**src/rtl/bp_if_queue_pkg.sv**
```systemverilog
// rtl/bp_if_queue_pkg.sv - shared bus/branch widths and BP->IF entry layout
package bp_if_queue_pkg;

    // Default fetch address bus and global-history widths shared with BP and IF.
    localparam int BP_ADDR_BUS_WIDTH = 32;
    localparam int BP_GHR_WIDTH      = 5;

    // Entry packing order is {taken, pht_index, pc}, taken in the MSB.
    localparam int BP_ENTRY_WIDTH = 1 + BP_GHR_WIDTH + BP_ADDR_BUS_WIDTH;

    // Width of one queue entry for arbitrary address/history widths.
    function automatic int bp_entry_width(input int addr_w, input int ghr_w);
        return 1 + ghr_w + addr_w;
    endfunction

endpackage

```
**src/rtl/bp_queue_storage.sv**
```systemverilog
// rtl/bp_queue_storage.sv - entry register array, one sync write port, one async read port
module bp_queue_storage #(
    parameter int DEPTH = 4,
    parameter int WIDTH = 38,
    parameter int PTR_W = $clog2(DEPTH)
) (
    input  logic             clk,
    input  logic             we,
    input  logic [PTR_W-1:0] waddr,
    input  logic [WIDTH-1:0] wdata,
    input  logic [PTR_W-1:0] raddr,
    output logic [WIDTH-1:0] rdata
);

    logic [WIDTH-1:0] mem [DEPTH];

    // Data carries no reset; stale entries are hidden by the occupancy logic.
    always_ff @(posedge clk) begin
        if (we) begin
            mem[waddr] <= wdata;
        end
    end

    assign rdata = mem[raddr];

endmodule

```
**src/rtl/bp_if_queue.sv**
```systemverilog
// rtl/bp_if_queue.sv - DEPTH-entry decoupling FIFO between branch prediction and fetch
module bp_if_queue
    import bp_if_queue_pkg::*;
#(
    parameter int ADDR_WIDTH        = BP_ADDR_BUS_WIDTH,
    parameter int GHR_WIDTH         = BP_GHR_WIDTH,
    parameter int DEPTH             = 4,
    parameter int ALMOST_FULL_LEVEL = DEPTH - 1
) (
    input  logic                       clk,
    input  logic                       rst,
    input  logic                       flush,
    input  logic                       in_valid,
    output logic                       in_ready,
    input  logic                       in_taken,
    input  logic [GHR_WIDTH-1:0]       in_pht_index,
    input  logic [ADDR_WIDTH-1:0]      in_pc,
    output logic                       out_valid,
    input  logic                       out_ready,
    output logic                       out_taken,
    output logic [GHR_WIDTH-1:0]       out_pht_index,
    output logic [ADDR_WIDTH-1:0]      out_pc,
    output logic [$clog2(DEPTH):0]     count,
    output logic                       almost_full
);

    localparam int PTR_W   = $clog2(DEPTH);
    localparam int CNT_W   = PTR_W + 1;
    localparam int ENTRY_W = bp_entry_width(ADDR_WIDTH, GHR_WIDTH);

    logic [PTR_W-1:0]   wr_ptr;
    logic [PTR_W-1:0]   rd_ptr;
    logic [CNT_W-1:0]   occ;
    logic               push;
    logic               pop;
    logic [ENTRY_W-1:0] wr_entry;
    logic [ENTRY_W-1:0] rd_entry;

    // Handshakes come only from registered occupancy, so no in->out combinational path.
    assign in_ready    = (occ != CNT_W'(DEPTH));
    assign out_valid   = (occ != '0);
    assign push        = in_valid && in_ready;
    assign pop         = out_valid && out_ready;
    assign count       = occ;
    assign almost_full = (occ >= CNT_W'(ALMOST_FULL_LEVEL));
    assign wr_entry    = {in_taken, in_pht_index, in_pc};

    // Pointer and occupancy update; rst beats flush, flush beats push/pop.
    always_ff @(posedge clk) begin
        if (rst || flush) begin
            wr_ptr <= '0;
            rd_ptr <= '0;
            occ    <= '0;
        end else begin
            if (push) begin
                wr_ptr <= wr_ptr + PTR_W'(1);
            end
            if (pop) begin
                rd_ptr <= rd_ptr + PTR_W'(1);
            end
            if (push && !pop) begin
                occ <= occ + CNT_W'(1);
            end else if (pop && !push) begin
                occ <= occ - CNT_W'(1);
            end
        end
    end

    bp_queue_storage #(
        .DEPTH (DEPTH),
        .WIDTH (ENTRY_W),
        .PTR_W (PTR_W)
    ) u_storage (
        .clk   (clk),
        .we    (push && !flush && !rst),
        .waddr (wr_ptr),
        .wdata (wr_entry),
        .raddr (rd_ptr),
        .rdata (rd_entry)
    );

    // Head fields read as zero while the queue is empty.
    always_comb begin
        {out_taken, out_pht_index, out_pc} = '0;
        if (out_valid) begin
            {out_taken, out_pht_index, out_pc} = rd_entry;
        end
    end

endmodule
```
**config.mk**
```make
export PLATFORM = sky130hd
export DESIGN_NAME = bp_if_queue
export DESIGN_NICKNAME = d
export VERILOG_FILES = /design/src/rtl/bp_if_queue_pkg.sv /design/src/rtl/bp_queue_storage.sv /design/src/rtl/bp_if_queue.sv
export SDC_FILE = /design/constraint.sdc
export NUM_CORES = 1
export LEC_CHECK = 0
export BUFFER_PORTS_ARGS = -buffer_cell sky130_fd_sc_hd__buf_2
export CAP_MARGIN = 10
export CORE_MARGIN = 4
export CORE_UTILIZATION = 40
export CTS_BUF_LIST = sky130_fd_sc_hd__clkbuf_4
export DETAILED_ROUTE_END_ITERATION = 6
export GPL_TIMING_DRIVEN = 0
export PLACE_DENSITY_LB_ADDON = 0.05
export SLEW_MARGIN = 20
export SYNTH_ARGS = -nofsm -noshare
export SYNTH_HDL_FRONTEND = slang
export SYNTH_SLANG_ARGS = --single-unit
export TNS_END_PERCENT = 10
```
**constraint.sdc**
```tcl
create_clock -name clk -period 3.1 [get_ports clk]
set_input_delay 0.465 -clock clk [delete_from_list [all_inputs] [get_ports clk]]
set_output_delay 0.465 -clock clk [all_outputs]
set_load 0.005 [all_outputs]
```
==> results.md, run 1 <==
- Status: complete, no violations
- Hold Buf Count CTS: 0
- Final Hold Viols: 0
- CTS root buf: clkbuf_4
- Largest net degree at the start of global routing: 39
- Tmin final: 2730 ps
- Post-DP HPWL: 6740 um
- Crit path launch: count[0]
- Synth Warn #: 0
- Chip Height: 133 um
- Flops & latches, synth: 161
- Switching Share: 0.223
- Worst-Skew Late Latency: 530 ps
- Combinational Power Share: 0.098
- Synth Cell Area: 0.00623 mm^2
- GPL Wtd Cong: 0.642
- Worst reg2reg path startpoint: count[0]
- Placed cells: 566
- Power per cell area: 564 mW/mm^2
- Port bufs: 86
- Reg-to-reg slack, setup: 740 ps
- Syn_area_per_cell: 21.3 um^2
- Fin nets: 446
- Max-slew headroom: 0.566
- Design Area, Final: 0.00720 mm^2
- Starting Density: 0.410
- Layout area overhead: 15.6%
- TritonCTS clock tree: built
- HP Class: primary input to flip-flop
- ANT cells: 0
- Uppermost layer routed: met5
- Via count: 2985
- Vias per cell: 4.99
- Worst path arrival time: 2260 ps
- Final WL: 11500 um
- Yosys cell types: 29
- Crit. End Element: output port
- Number of I/O pins: 87
- Yosys top cell by area: edfxtp_1
- R2R depth: 9
- Clk pwr share: 0.305
- Max-slew violation count: 0
- Finished Layout Cells: 598
- Critical path class: flip-flop to output port
- Cell Rows: 45
- Fraction of layout cells with a size suffix above 1: 0.417
- Setup Buffers After CTS: 0
- Initial antenna violation count: 1
- Dpl ws: 596 ps
- H-tree depth: 4
- Total Power: 4060 uW
- Internal: 3150 uW
- DRT Pass-1 Iters: 4
- Setup TNS: 0 ps
- Post-Synthesis Cells: 292
- Vias in the first global route: 3223
- Post-synth top area share: 0.733
- Die width: 133 um
- Worst-margin pin slew: 651 ps
- Req. time, crit path: 2630 ps
- Placed Area: 0.00690 mm^2
- P_leak: 0.00246 uW
- R2R Path End: count[2]
- Post-route DRC: 0
- Flop pwr share: 0.597
- Met2 WL: 6020 um
- Clock transition at path regs: 130 ps
- Global-route wire length before repair: 17800 um
- Routed Antenna Nets: 0
- Achievable frequency: 366 MHz
- CP Capture Point: out_pc[3]
- Net Sw Power: 905 uW
- Met3 routed WL: 584 um
- CTS Buffer Depth: 2
- # setup viols final: 0
- Clk sinks: 161
- Post-route setup slack: 371 ps
- Final Skew: 14.6 ps
- RSZ-0062 raised after global routing: false
- Die area: 0.0176 mm^2
- Post-DR wirelength/cell: 19.2 um
- IR Drop Worst-Case VDD: 471 uV
- Met1 WL: 4730 um
- Post-Syn Nets: 341
- Final period util: 0.880
- Gr usage total: 0.138
- Biggest fanout along the worst timing path: 10
- DRC violation total after the first TritonRoute iteration: 130
- GRT overflow: 0
- Sequential-to-total area share from yosys stat: 0.762
- Clock buffers created by TritonCTS: 17
- CP Launch Type: flip-flop
- Top cells by area, synth: edfxtp_1, mux4_2, nor2b_1, dfxtp_1, ha_1
- Placeable Area: 0.0152 mm^2
- Max-Cap Viols: 0
[cells in the mapped netlist]
cell      number
edfxtp_1     152
mux4_2        38
nor2b_1       36
dfxtp_1        9
clkbuf_1       6
ha_1           5
nor2_1         5
and3_2         4
buf_2          4
inv_1          4
buf_6          3
o21ai_0        3
xor2_1         3
a21oi_1        2
and2b_1        2
nand2_1        2
nand4_1        2
a21o_2         1
and2_4         1
buf_4          1
fa_1           1
mux2i_1        1
nor3_1         1
o31ai_1        1
o31ai_2        1
or2_2          1
or3_1          1
or3_2          1
or3b_4         1
[metrics by stage]
stage	hold WS (ps)	util
floorplan	459	-
global placement	474	0.453
detailed placement	496	0.454
CTS	69.3	0.473
global route	64.6	0.473
finish	137	0.473
[worst min path at each step]
stage              start  cells after the start                   to
2_1_floorplan  rd_ptr[1]                      2            flip-flop
3_3_place_gp   rd_ptr[1]                      2            rd_ptr[1]
3_5_place_dp   rd_ptr[1]                      2            rd_ptr[1]
4_1_cts         in_pc[0]                      1  u_storage.mem[0][0]
5_1_grt         in_pc[4]                      1  u_storage.mem[2][4]
6_report        in_pc[0]                      1  u_storage.mem[0][0]
[logic make-up (layout without fill, tap and decap cells)]
| logic type | after synthesis | count (layout) | synth area share |
|---|---|---|---|
| simple gates | 57 | 57 | 0.0569 |
| fa+ha+maj | 6 | 6 | 0.0133 |
| compound gates | 8 | 8 | 0.00864 |
| mux | 39 | 39 | 0.139 |
| buf+inv | 18 | 136 | 0.0159 |
| xor+xnor | 3 | 3 | 0.00422 |
| flops | 161 | 161 | 0.762 |
[state kept, by name, indices dropped and copies added (netlist names), named ones only]
signal,cells
count,3
wr_ptr,2
u_storage.mem,152
rd_ptr,2
[power by group through the flow]
stage                     clock network [uW]  logic (uW)  registers (uW)
after floorplan                            0         213            2470
after detailed placement                   0         411            2470
final                                   1240         396            2420
after CTS                               1290         413            2420
after global routing                    1390         442            2430
after global placement                     0         404            2470
[cells in the final DEF (no fill, tap or decap), types with 4 or more instances in the layout]
master,instances
clkbuf_1,6
edfxtp_1,152
clkbuf_4,19
inv_1,4
nor2b_1,36
clkinv_1,4
dfxtp_1,9
nor2_1,5
ha_1,5
mux4_2,38
and3_4,4
buf_2,90
[metal layers]
metal / up-vias / global-route usage
met5: - / 0
met4: 2 / 0.0537
met3: 13 / 0.0414
met2: 70 / 0.236
met1: 1518 / 0.164
li1: 1382 / -
[repair_timing]
item                       CTS  global route
setup endpoints to repair    2             0
hold endpoints to repair     0             0
gates resized for setup      1             0
[worst max-delay path: stages (launching register included)]
cell	delay, ps
dfxtp_1	420
nor3_2	450
clkbuf_1	470
and2b_1	270
buf_2	130
[area by class of cell]
type	instances	area, um^2
Clock buffer	19	143
Multi-Input combinational cell	113	1400
Inverter	4	15.0
Sequential cell	161	4740
Tap cell	188	235
Buffer	14	83.8
Fill cell	1316	8000
Timing Repair Buffer	86	430
Clock inverter	13	144
No activity file was read; power rests on OpenSTA's default activity.
==> inputs of run 2 (changes only) <==
--- a/config.mk
+++ b/config.mk
@@ -8,7 +8,7 @@
 export BUFFER_PORTS_ARGS = -buffer_cell sky130_fd_sc_hd__buf_2
 export CAP_MARGIN = 10
 export CORE_MARGIN = 4
-export CORE_UTILIZATION = 40
+export CORE_UTILIZATION = 55
 export CTS_BUF_LIST = sky130_fd_sc_hd__clkbuf_4
 export DETAILED_ROUTE_END_ITERATION = 6
 export GPL_TIMING_DRIVEN = 0
@@ -16,5 +16,6 @@
 export SLEW_MARGIN = 20
 export SYNTH_ARGS = -nofsm -noshare
 export SYNTH_HDL_FRONTEND = slang
+export SYNTH_HIERARCHICAL = 1
 export SYNTH_SLANG_ARGS = --single-unit
 export TNS_END_PERCENT = 10
==> run 2 against run 1 <==
First-iteration DRC count is 21% higher. Sequential power hardly changed. Clock skew is 3.5 ps lower. Critical path type unchanged.
==> results.md, run 2 <==
- Status: complete, no violations (unchanged)
- Port bufs: 86 (unchanged)
- Achievable frequency: 377 MHz (was 366 MHz)
- Biggest fanout along the worst timing path: 10 (unchanged)
- Placeable Area: 0.0109 mm^2 (was 0.0152 mm^2)
- Global-route wire length before repair: 17000 um (was 17800 um)
- Post-synth top area share: 0.739 (was 0.733)
- Reg with most FFs: u_storage/mem (was u_storage.mem)
- Initial antenna violation count: 2 (was 1)
- Hold Slack: 148 ps (was 137 ps)
- Fraction of layout cells with a size suffix above 1: 0.440 (was 0.417)
- Final Hold Viols: 0 (unchanged)
- P_leak: 0.00251 uW (was 0.00246 uW)
- Synth top cells by count: edfxtp_1, mux4_2, nor2b_1, and2b_1, dfxtp_1 (was edfxtp_1, mux4_2, nor2b_1, dfxtp_1, clkbuf_1)
- Largest net degree at the start of global routing: 22 (was 39)
- Most frequent cells in the layout: edfxtp_1, buf_2, mux4_2, nor2b_1, clkbuf_4 (unchanged)
- DRC violation total after the first TritonRoute iteration: 157 (was 130)
- CTS root buf: clkbuf_4 (unchanged)
- Max FFs per register: 152 (unchanged)
- Vias in the first global route: 3178 (was 3223)
- Dpl ws: 868 ps (was 596 ps)
- Synth Area in Adders: 0.00527 (was 0.0133)
- Sequential-to-total area share from yosys stat: 0.761 (was 0.762)
- Crit. End Element: output port (unchanged)
- Vias per cell: 5.53 (was 4.99)
- Chip Height: 114 um (was 133 um)
- Setup TNS: 0 ps (unchanged)
- Layout area overhead: 15.8% (was 15.6%)
- PostCTS Resize Cnt: 0 (was 1)
- Max-Cap Viols: 0 (unchanged)
- Top cells by area, synth: edfxtp_1, mux4_2, dfxtp_1, nor2b_1, and2b_1 (was edfxtp_1, mux4_2, nor2b_1, dfxtp_1, ha_1)
- Synth Cell Area: 0.00618 mm^2 (was 0.00623 mm^2)
- RSZ-0062 raised after global routing: false (unchanged)
- Clock buffers created by TritonCTS: 17 (unchanged)
- Gr usage total: 0.181 (was 0.138)
- Fin nets: 440 (was 446)
- Max-slew headroom: 0.545 (was 0.566)
- Via count: 3033 (was 2985)
- Crit-path cells: buf_2 -> buf_2 -> mux4_2 -> nor2b_1 -> buf_2 (was nor3_2 -> clkbuf_1 -> and2b_1 -> buf_2)
- Post-Synthesis Cells: 284 (was 292)
- Slowest cell delay on critical path: 380 ps (was 470 ps)
- CTS Buffer Depth: 2 (unchanged)
- Most common cell on crit path: buf_2
- Clock transition at path regs: 120 ps (was 130 ps)
- Worst reg2reg path startpoint: count[0] (unchanged)
- Worst-margin pin slew: 683 ps (was 651 ps)
- Post-DR wirelength/cell: 19.7 um (was 19.2 um)
- GRT overflow: 0 (unchanged)
- Largest family of logic cells by synthesized area: multiplexers (unchanged)
- Die width: 114 um (was 133 um)
- HP Class: primary input to flip-flop (unchanged)
- Post-route DRC: 0 (unchanged)
- Worst path arrival time: 2190 ps (was 2260 ps)
- Post-synth EDFFs: 152 (unchanged)
- Most common cell after layout, fill and taps aside: edfxtp_1 (unchanged)
- Flops & latches, synth: 159 (was 161)
- Max-slew violation count: 0 (unchanged)
- Worst Min Path Start: in_pc[25] (was in_pc[0])
- # setup viols final: 0 (unchanged)
- Setup Buffers After CTS: 0 (unchanged)
- Post-synthesis xor/xnor area fraction: 0.00425 (was 0.00422)
- Req. time, crit path: 2630 ps (about the same)
- Post-route setup slack: 445 ps (was 371 ps)
- Cell Rows: 38 (was 45)
- Post-DP HPWL: 7160 um (was 6740 um)
- Syn_area_per_cell: 21.8 um^2 (was 21.3 um^2)
- GPL Wtd Cong: 0.727 (was 0.642)
- Starting Density: 0.565 (was 0.410)
- Fill cells: 802 (was 1316)
- Critical path class: flip-flop to output port (unchanged)
- Synth Warn #: 6 (was 0)
- Synth Area in Simple Gates: 0.0638 (was 0.0569)
- CP Launch Type: flip-flop (unchanged)
- TritonCTS clock tree: built (unchanged)
- Post-Syn Nets: 329 (was 341)
- Die area: 0.0130 mm^2 (was 0.0176 mm^2)
- Clk sinks: 159 (was 161)
- Crit path launch: rd_ptr[1] (was count[0])
- Yosys cell types: 35 (was 29)
- Number of I/O pins: 87 (unchanged)
- Yosys top cell by area: edfxtp_1 (unchanged)
- DRT Pass-1 Iters: 4 (unchanged)
- Mux cell area share after synthesis: 0.142 (was 0.139)
- Synth Area in Compound Gates: 0.00729 (was 0.00864)
- Count leader, synth: edfxtp_1 (unchanged)
- Final Skew: 11.1 ps (was 14.6 ps)
- Worst-Skew Late Latency: 520 ps (was 530 ps)
- H-tree depth: 4 (unchanged)
- Tmin final: 2660 ps (was 2730 ps)
- Final period util: 0.856 (was 0.880)
- Hold Buf Count CTS: 0 (unchanged)
- Routed Antenna Nets: 0 (unchanged)
- Synth Flop Type: edfxtp_1 (unchanged)
- Power per cell area: 540 mW/mm^2 (was 564 mW/mm^2)
- Final WL: 10800 um (was 11500 um)
- Slowest cell on crit path: dfxtp_1 (was clkbuf_1)
- IR Drop Worst-Case VDD: 346 uV (was 471 uV)
- FFs w/ async S/R, synth: 0 (unchanged)
[run 2: cell count changes in the layout (fill, tap and decap cells not counted), moves of 3 or more]
cell	change
and2b_1	+15
and3_4	-4
buf_12	+3
clkinv_1	-3
ha_1	-4
nor2b_1	-15
[run 2: path summary, 6_finish.rpt]
kind / end / slack [ps] / cells past startpoint
worst min-delay path: u_storage/mem[2][25] / 150 / 1
worst min register to register: rd_ptr[1] / 520 / 2
worst max register to register: count[2] / 840 / 8
worst max-delay path: out_pc[18] / 440 / 5
[run 2: through the flow]
step | power [uW] | instance area [um^2] | utilization | cells
after CTS | 3920 | 7150 | 0.654 | 547
after floorplan | 2670 | 6180 | - | 284
final | 3870 | 7150 | 0.654 | 548
after detailed placement | 2870 | 6910 | 0.632 | 516
after global routing | 4060 | 7150 | 0.654 | 548
after global placement | 2850 | 6790 | 0.621 | 510
[run 2: kinds of logic (layout without fill, tap and decap cells)]
family                     after synthesis  count (layout)
muxes                                   40              40
adders and majority gates                2               2
other                                    0               1
and+or+nand+nor                         59              59
buffers and inverters                   14             137
DFF                                    159             159
AOI/OAI and AO/OA                        7               7
xor gates and xnor gates                 3               3
[run 2: metal layers]
metal | vias to the layer above | track usage | routed length, um
met2 | 66 | 0.298 | 5650
met4 | 2 | 0.0713 | 154
met1 | 1579 | 0.229 | 4470
met5 | - | 0 | 7
met3 | 13 | 0.0515 | 522
li1 | 1373 | - | -
[run 2: final cells by class]
| type | count | area (um^2) | share of cell area |
|---|---|---|---|
| Buffer | 12 | 92.6 | 0.0129 |
| Timing Repair Buffer | 92 | 543 | 0.0759 |
| Antenna cell | 1 | 2.50 | 0.000350 |
| Multi-Input combinational cell | 111 | 1390 | 0.194 |
| Inverter | 2 | 7.51 | 0.00105 |
| Sequential cell | 159 | 4700 | 0.658 |
| Tap cell | 140 | 175 | 0.0245 |
| Clock inverter | 12 | 97.6 | 0.0136 |
| Clock buffer | 19 | 143 | 0.0199 |
[run 2: where the power goes]
group | internal (uW) | switching [uW]
clock | 401 | 659
sequential | 2380 | 17.6
combinational | 203 | 205
total | 2980 | 882
[run 2: critical path: cells and delay by family, from the launching register on]
| family | cells | cell delay, ps |
|---|---|---|
| mux | 1 | 350 |
| flops | 1 | 380 |
| simple gates | 1 | 160 |
| buf+inv | 3 | 780 |
